--- src/rtl/inv_pkg.sv ---
// Shared types and defaults for the inv_pipe elastic inverter.
package inv_pkg;

  localparam int DEFAULT_WIDTH = 8;

  typedef enum logic [1:0] {
    MODE_PASS = 2'b00,
    MODE_INV  = 2'b01,
    MODE_MASK = 2'b10,
    MODE_ALT  = 2'b11
  } mode_t;

endpackage

--- src/rtl/inv_stage.sv ---
// One elastic register slot: holds a beat until downstream takes it, and
// accepts a new beat whenever it is empty or emptying this cycle.
module inv_stage
  import inv_pkg::*;
#(
  parameter int WIDTH = DEFAULT_WIDTH
) (
  input  logic             clk,
  input  logic             reset,
  input  logic             i_up_valid,
  input  logic [WIDTH-1:0] i_up_data,
  output logic             o_up_ready,
  output logic             o_dn_valid,
  output logic [WIDTH-1:0] o_dn_data,
  input  logic             i_dn_ready
);

  logic             r_valid;
  logic [WIDTH-1:0] r_data;

  // Ready chains combinationally so a full pipe drains without a bubble.
  assign o_up_ready = !r_valid || i_dn_ready;
  assign o_dn_valid = r_valid;
  assign o_dn_data  = r_data;

  always_ff @(posedge clk) begin
    if (reset) begin
      r_valid <= 1'b0;
      r_data  <= '0;
    end else if (o_up_ready) begin
      r_valid <= i_up_valid;
      if (i_up_valid) begin
        r_data <= i_up_data;
      end
    end
  end

endmodule

--- src/rtl/inv_pipe.sv ---
// Pipelined bitwise inverter: per-beat transform at entry, then a chain of
// STAGES elastic slots with valid/ready on both sides.
module inv_pipe
  import inv_pkg::*;
#(
  parameter int WIDTH  = DEFAULT_WIDTH,
  parameter int STAGES = 2
) (
  input  logic             clk,
  input  logic             reset,
  input  logic [1:0]       mode,
  input  logic [WIDTH-1:0] mask,
  input  logic             in_valid,
  output logic             in_ready,
  input  logic [WIDTH-1:0] in_data,
  output logic             out_valid,
  input  logic             out_ready,
  output logic [WIDTH-1:0] out_data,
  output logic             busy
);

  logic [STAGES:0]  w_valid;
  logic [STAGES:0]  w_ready;
  logic [WIDTH-1:0] w_data [0:STAGES];
  logic [WIDTH-1:0] w_xform;
  logic             w_accept;
  mode_t            w_mode;
  logic             r_parity;

  assign w_mode   = mode_t'(mode);
  assign w_accept = in_valid && in_ready;

  always_comb begin
    w_xform = in_data;
    case (w_mode)
      MODE_PASS: w_xform = in_data;
      MODE_INV:  w_xform = ~in_data;
      MODE_MASK: w_xform = in_data ^ mask;
      MODE_ALT:  w_xform = r_parity ? ~in_data : in_data;
      default:   w_xform = in_data;
    endcase
  end

  // Parity counts every accepted beat regardless of mode.
  always_ff @(posedge clk) begin
    if (reset) begin
      r_parity <= 1'b0;
    end else if (w_accept) begin
      r_parity <= ~r_parity;
    end
  end

  assign w_valid[0]      = in_valid;
  assign w_data[0]       = w_xform;
  assign w_ready[STAGES] = out_ready;

  for (genvar k = 0; k < STAGES; k++) begin : g_stage
    inv_stage #(
      .WIDTH (WIDTH)
    ) u_stage (
      .clk        (clk),
      .reset      (reset),
      .i_up_valid (w_valid[k]),
      .i_up_data  (w_data[k]),
      .o_up_ready (w_ready[k]),
      .o_dn_valid (w_valid[k+1]),
      .o_dn_data  (w_data[k+1]),
      .i_dn_ready (w_ready[k+1])
    );
  end

  assign in_ready  = w_ready[0];
  assign out_valid = w_valid[STAGES];
  assign out_data  = w_data[STAGES];
  assign busy      = |w_valid[STAGES:1];

endmodule

--- config.mk ---
export PLATFORM = sky130hd
export DESIGN_NAME = inv_pipe
export DESIGN_NICKNAME = d
export VERILOG_FILES = /design/src/rtl/inv_pkg.sv /design/src/rtl/inv_stage.sv /design/src/rtl/inv_pipe.sv
export SDC_FILE = /design/constraint.sdc
export NUM_CORES = 1
export LEC_CHECK = 0
export CORE_ASPECT_RATIO = 0.9
export CORE_MARGIN = 2
export CORE_UTILIZATION = 46
export DETAILED_ROUTE_END_ITERATION = 6
export HOLD_SLACK_MARGIN = 0.12
export PLACE_DENSITY = 0.83
export SLEW_MARGIN = 10
export SYNTH_ARGS = -nofsm -noshare
export SYNTH_HDL_FRONTEND = slang
export SYNTH_SLANG_ARGS = --single-unit
--- constraint.sdc ---
create_clock -name clk -period 2 [get_ports clk]
set_input_delay 0.2 -clock clk [delete_from_list [all_inputs] [get_ports clk]]
set_output_delay 0.2 -clock clk [all_outputs]
set_load 0.01 [all_outputs]
Word-level counts from Yosys, hierarchy flattened
Cells that the tools add are included.
{"block": "op_classes", "n_addsub": 0, "n_mul": 0, "div": 0, "order_cmp": 0, "eq_ne": 3, "n_shift": 0, "mux": 2, "bitwise_logic": 3, "n_reduce_logical": 9}
{"operator": "$pmux W8 S4", "count": 1}
{"operator": "$mux W8", "count": 1}
{"operator": "$not A8 Y8", "count": 1}
{"operator": "$xor A8 B8 Y8", "count": 1}
{"operator": "$eq A2 B2 Y1 const B", "count": 2}
{"operator": "$reduce_and A2 Y1", "count": 2}
{"operator": "$eq A2 B1 Y1 const B", "count": 1}
{"operator": "$logic_not A1 Y1", "count": 2}
{"operator": "$logic_not A2 Y1", "count": 1}
{"operator": "$logic_or A1 B1 Y1", "count": 2}
{"operator": "$reduce_or A2 Y1", "count": 1}
{"operator": "$logic_and A1 B1 Y1", "count": 1}
{"operator": "$not A1 Y1", "count": 1}
{"block": "word_totals", "ff_bits": 19, "latchBits": 0, "mem_bits_rw": 0, "rom_bits": 0, "output_inout_bits": 11, "n_memories": 0}

Longest topological paths before layout
{"block": "logic_depth", "depth_word": 4, "mapped_depth": 5, "mapped_depth_nobuf": 4}

Cells and area by module
From an unflattened synthesis, not the netlist that was laid out.
{"block": "hier_totals", "cells_unflattened": 115, "hier_area_um2": 1129.8}
{"mod": "inv_stage", "instances": 2, "cells_per_inst": 41, "area_each_um2": 441.7, "seq_area_each_um2": 180.2}
{"mod": "inv_pipe", "instances": 1, "cells_per_inst": 33, "area_each_um2": 246.5, "seq_area_each_um2": 20.0}

Worst setup path after synthesis
No wires, ideal clock.
{"block": "synth_timing", "path_kind": "reg-to-reg", "start": "register r_parity", "end": "register g_stage[0].u_stage.r_data[6]", "setup_time_ns": 0.091, "arrival_time_ns": 1.190, "required_ns": 1.909, "slack_ns": 0.719, "stages_incl_launch_ff": 5, "path_buffers": 1, "path_cell_list": "dfxtp_1 -> and3b_4 -> buf_6 -> or3_1 -> a311oi_1"}
{"block": "synth_via", "elab_chain_len": 2}
{"item": "start, declared", "line": "inv_pipe.sv:28", "rtl": "logic r_parity;"}
{"item": "start signal, assigned", "line": "inv_pipe.sv:49", "rtl": "r_parity <= ~r_parity;"}
{"item": "$mux W8", "line": "inv_pipe.sv:39", "rtl": "MODE_ALT: w_xform = r_parity ? ~in_data : in_data;"}
{"item": "$pmux W8 S4", "line": "inv_pipe.sv:35", "rtl": "case (w_mode)"}
{"item": "end signal, assigned", "line": "inv_stage.sv:33", "rtl": "r_data <= i_up_data;"}
{"item": "end, declared", "line": "inv_stage.sv:19", "rtl": "logic [WIDTH-1:0] r_data;"}
Every way passes these cells.
A chain may end at the register's enable or synchronous reset.

Worst setup path in the final report
{"block": "layout_timing", "start": "register g_stage[0].u_stage.r_valid", "end": "output in_ready"}
{"block": "layout_via", "elab_chain_len": 2}
{"item": "start, declared", "line": "inv_stage.sv:18", "rtl": "logic r_valid;"}
{"item": "start signal, assigned", "line": "inv_stage.sv:31", "rtl": "r_valid <= i_up_valid;"}
{"item": "$logic_not A1 Y1", "line": "inv_stage.sv:22", "rtl": "assign o_up_ready = !r_valid || i_dn_ready;"}
{"item": "$logic_or A1 B1 Y1", "line": "inv_stage.sv:22"}
{"item": "end, declared", "line": "inv_pipe.sv:14", "rtl": "output logic in_ready,"}
Every way passes these cells.

==> impl_metrics.csv <==
group,metric,value,unit
timing,worstMarginPinSlew,0.612,ns
worst_setup_path,rr_endpoint,"g_stage[0].u_stage.o_dn_data[3]$_SDFFE_PP0P_",
synthesis,yosys.area.top_type_share,43.3,%
worst_setup_path,cp-start-kind,"flop",
outcome,status,"complete, no violations",
synthesis,synth_edf_count,0,
floorplanning,die-area,2280,sq um
clock_network,clockBufferDepth,2,
worst_setup_path,worstSetupEndpointType,"output pin",
global_routing,busiest_layer,"met2",
clock_network,htreeDepth,1,
floorplanning,start_util,50.6,%
timing,setup_ws,0.155,ns
cells_and_area,diodes,0,
global_routing,grt_antenna_before_repair,0,
placement,port_buffers,32,
detailed_routing,first_pass_iters,4,
clock_network,cts_buffers,3,
power,ir_drop,372,uV
worst_hold_path,min_to,"g_stage[1].u_stage.o_dn_data[5]$_SDFFE_PP0P_",
synthesis,syn-num-nets,127,
floorplanning,ios,33,
worst_hold_path,hold_path_depth,2,
placement,placed_area,1210,sq um
timing,hold_viol,0,
cells_and_area,drive_above_1_share,8.76,%
clock_network,insertion_delay,0.29,ns
timing,fin_crit_sh,92.2,%
cells_and_area,fin_area,1230,sq um
worst_setup_path,worstRegToRegCells,5,
clock_network,cts_root_buf,"clkbuf_4",
clock_network,cts_resized,0,
timing,max-slew-margin-rel,59.1,%
worst_setup_path,worstPathRequired,1.80,ns
detailed_routing,drt_iter0_markers,9,
detailed_routing,viasPerCell,5.34,
synthesis,synthMostInstantiatedCell,"a21oi_1",
synthesis,ys_ff_latch,19,
cells_and_area,nNetsFinal,160,
synthesis,avgSynthCellArea,8.37,sq um
timing,rsz0062_at_grt,"no",
detailed_routing,drt-total-wl,1740,microns
run,cap_violations,0,
timing,timing.setup.tns,0,ns
synthesis,synth_area,878,sq um
global_routing,grt_pass1_wl,2900,microns
timing,fin_skew,0.000530,ns
clock_network,cts-hold-fix-buffers,0,
worst_hold_path,hp-class,"reg -> reg",
synthesis,ys.flop_type,"dfxtp_1",
timing,max_freq,0.542,GHz
cells_and_area,seq_area,380,sq um
synthesis,ys_warn_count,0,
placement,pre_cts_ws,0.312,ns
synthesis,ys_seq_area_share,43.3,%
clock_network,post_cts_buffers,0,
timing,hold_slack,0.476,ns
worst_setup_path,r2r_slack,0.58,ns
placement,gp_congestion,0.748,
cells_and_area,fillers,153,
global_routing,met3_usage,2.63,%
worst_hold_path,worstHoldStart,"g_stage[0].u_stage.o_dn_data[5]$_SDFFE_PP0P_",
floorplanning,placementRows,14,
power,powerDensity,606,nW/um^2
global_routing,grt_overflow,0,
global_routing,grtUsageMet1,17.2,%
worst_setup_path,arrival,1.64,ns
floorplanning,die_y,45.5,microns
clock_network,clkTransAtPathRegs,0.10,ns
detailed_routing,wl_per_cell,10.8,microns
timing,slew_viol_final,0,
placement,dp_hpwl,1410,microns
synthesis,yosysUniqueCellTypes,17,
clock_network,cts_tree,"built",
floorplanning,core_area,1730,sq um
global_routing,grt_max_degree,20,
synthesis,synthCells,105,
detailed_routing,vias,860,
cells_and_area,multi_input_area,434,sq um
timing,period_needed,1.84,ns
detailed_routing,drc,0,
global_routing,grt_use_total,17.1,%
synthesis,async_flop_share,0,%
timing,setup_violations,0,
synthesis,synth_top_area_cell,"dfxtp_1",
global_routing,grt_pass1_vias,737,
worst_setup_path,crit_fanout,11,
worst_setup_path,path_class,"reg -> out",
synthesis,synthTopCellsByArea,"dfxtp_1 43%, a21oi_1 15%, o21ai_0 9.7%, a311oi_1 8.0%, nand3_1 4.6%",
floorplanning,die_w,50.1,microns
clock_network,cts.sinks,19,
synthesis,synth.top_cells.by_count,"27 x a21oi_1, 19 x dfxtp_1, 17 x o21ai_0",
worst_setup_path,timing.rr.start,"g_stage[0].u_stage.o_dn_valid$_SDFFE_PP0P_",
global_routing,grt_util_met2,32.1,%
power,p_leak,0.427,nW
detailed_routing,ant_nets,0,
cells_and_area,syn2layout_area_growth,40.3,%
[metal layers]
layer,vias up,routed length (microns)
met5,-,0
met4,0,36
met3,4,119
met2,39,848
met1,357,740
li1,460,-
[report_power, final]
group / total, W / internal, W / switching [W]
Clock: 0.000188 / 0.0000776 / 0.000110
Combinational: 0.000145 / 0.0000857 / 0.0000589
Sequential: 0.000414 / 0.000401 / 0.0000139
Total: 0.000747 / 0.000564 / 0.000183
[per-stage QoR]
stage | util (%) | total power, W | instances
3_3_place_gp | 69.6 | 0.000565 | 157
6_report | 71.1 | 0.000747 | 161
3_5_place_dp | 69.6 | 0.000569 | 157
4_1_cts | 71.1 | 0.000756 | 161
5_1_grt | 71.1 | 0.000793 | 161
2_1_floorplan | - | 0.000499 | 105
[worst max path at each step]
stage                                                           from                                      endpoint  slack (ns)  cells after the start
after detailed placement                                   out_ready                                      in_ready        0.31                      4
after global placement                                     out_ready                                      in_ready        0.33                      4
after global routing      g_stage[0].u_stage.o_dn_valid$_SDFFE_PP0P_                                      in_ready        0.04                      3
after CTS                 g_stage[0].u_stage.o_dn_valid$_SDFFE_PP0P_                                      in_ready        0.14                      3
final                     g_stage[0].u_stage.o_dn_valid$_SDFFE_PP0P_                                      in_ready        0.16                      3
after floorplan                                r_parity$_SDFFE_PP0P_  g_stage[0].u_stage.o_dn_data[6]$_SDFFE_PP0P_        0.72                      4
[cell usage in the layout, fill, tap and decap left out]
cell type / Yosys / layout
nor2_1: 1 / 1
clkbuf_1: 5 / 1
buf_4: 0 / 4
nand3_1: 8 / 8
nand2b_1: 1 / 1
clkinv_1: 1 / 1
and3b_1: 1 / 1
or3_2: 3 / 3
a311oi_1: 8 / 8
o21ai_0: 17 / 17
clkbuf_4: 0 / 3
and3b_4: 1 / 1
or3_1: 6 / 6
or2_2: 1 / 1
nor2b_1: 1 / 1
a21oi_1: 27 / 27
clkdlybuf4s50_1: 0 / 32
inv_1: 2 / 2
dfxtp_1: 19 / 19
[final cells by class]
| cell class | instances | share of cell area (%) |
|---|---|---|
| clock buffers | 4 | 2.13 |
| inverters | 3 | 0.914 |
| multi-input cells | 75 | 35.2 |
| flip-flops and latches | 19 | 30.9 |
| well taps | 24 | 2.44 |
| repair buffers | 36 | 28.4 |
[critical path: stages (launching register included)]
cell and delay [ns]:
dfxtp_1 0.50, and3b_1 0.27, clkinv_1 0.10, clkdlybuf4s50_1 0.48
[flip-flops by register name, summed over array words and instances, names as in the netlist]
name,count
g_stage.u_stage.o_dn_data,16
r_parity,1
g_stage.u_stage.o_dn_valid,2
[logic make-up after synthesis]
group                  Yosys count  share of synthesized area (%)
flip-flops                      19                           43.3
buffers and inverters           11                           7.26
AO/OA/AOI/OAI                   52                           33.0
AND/OR/NAND/NOR                 23                           16.4
No activity file was read; power rests on OpenSTA's default activity.
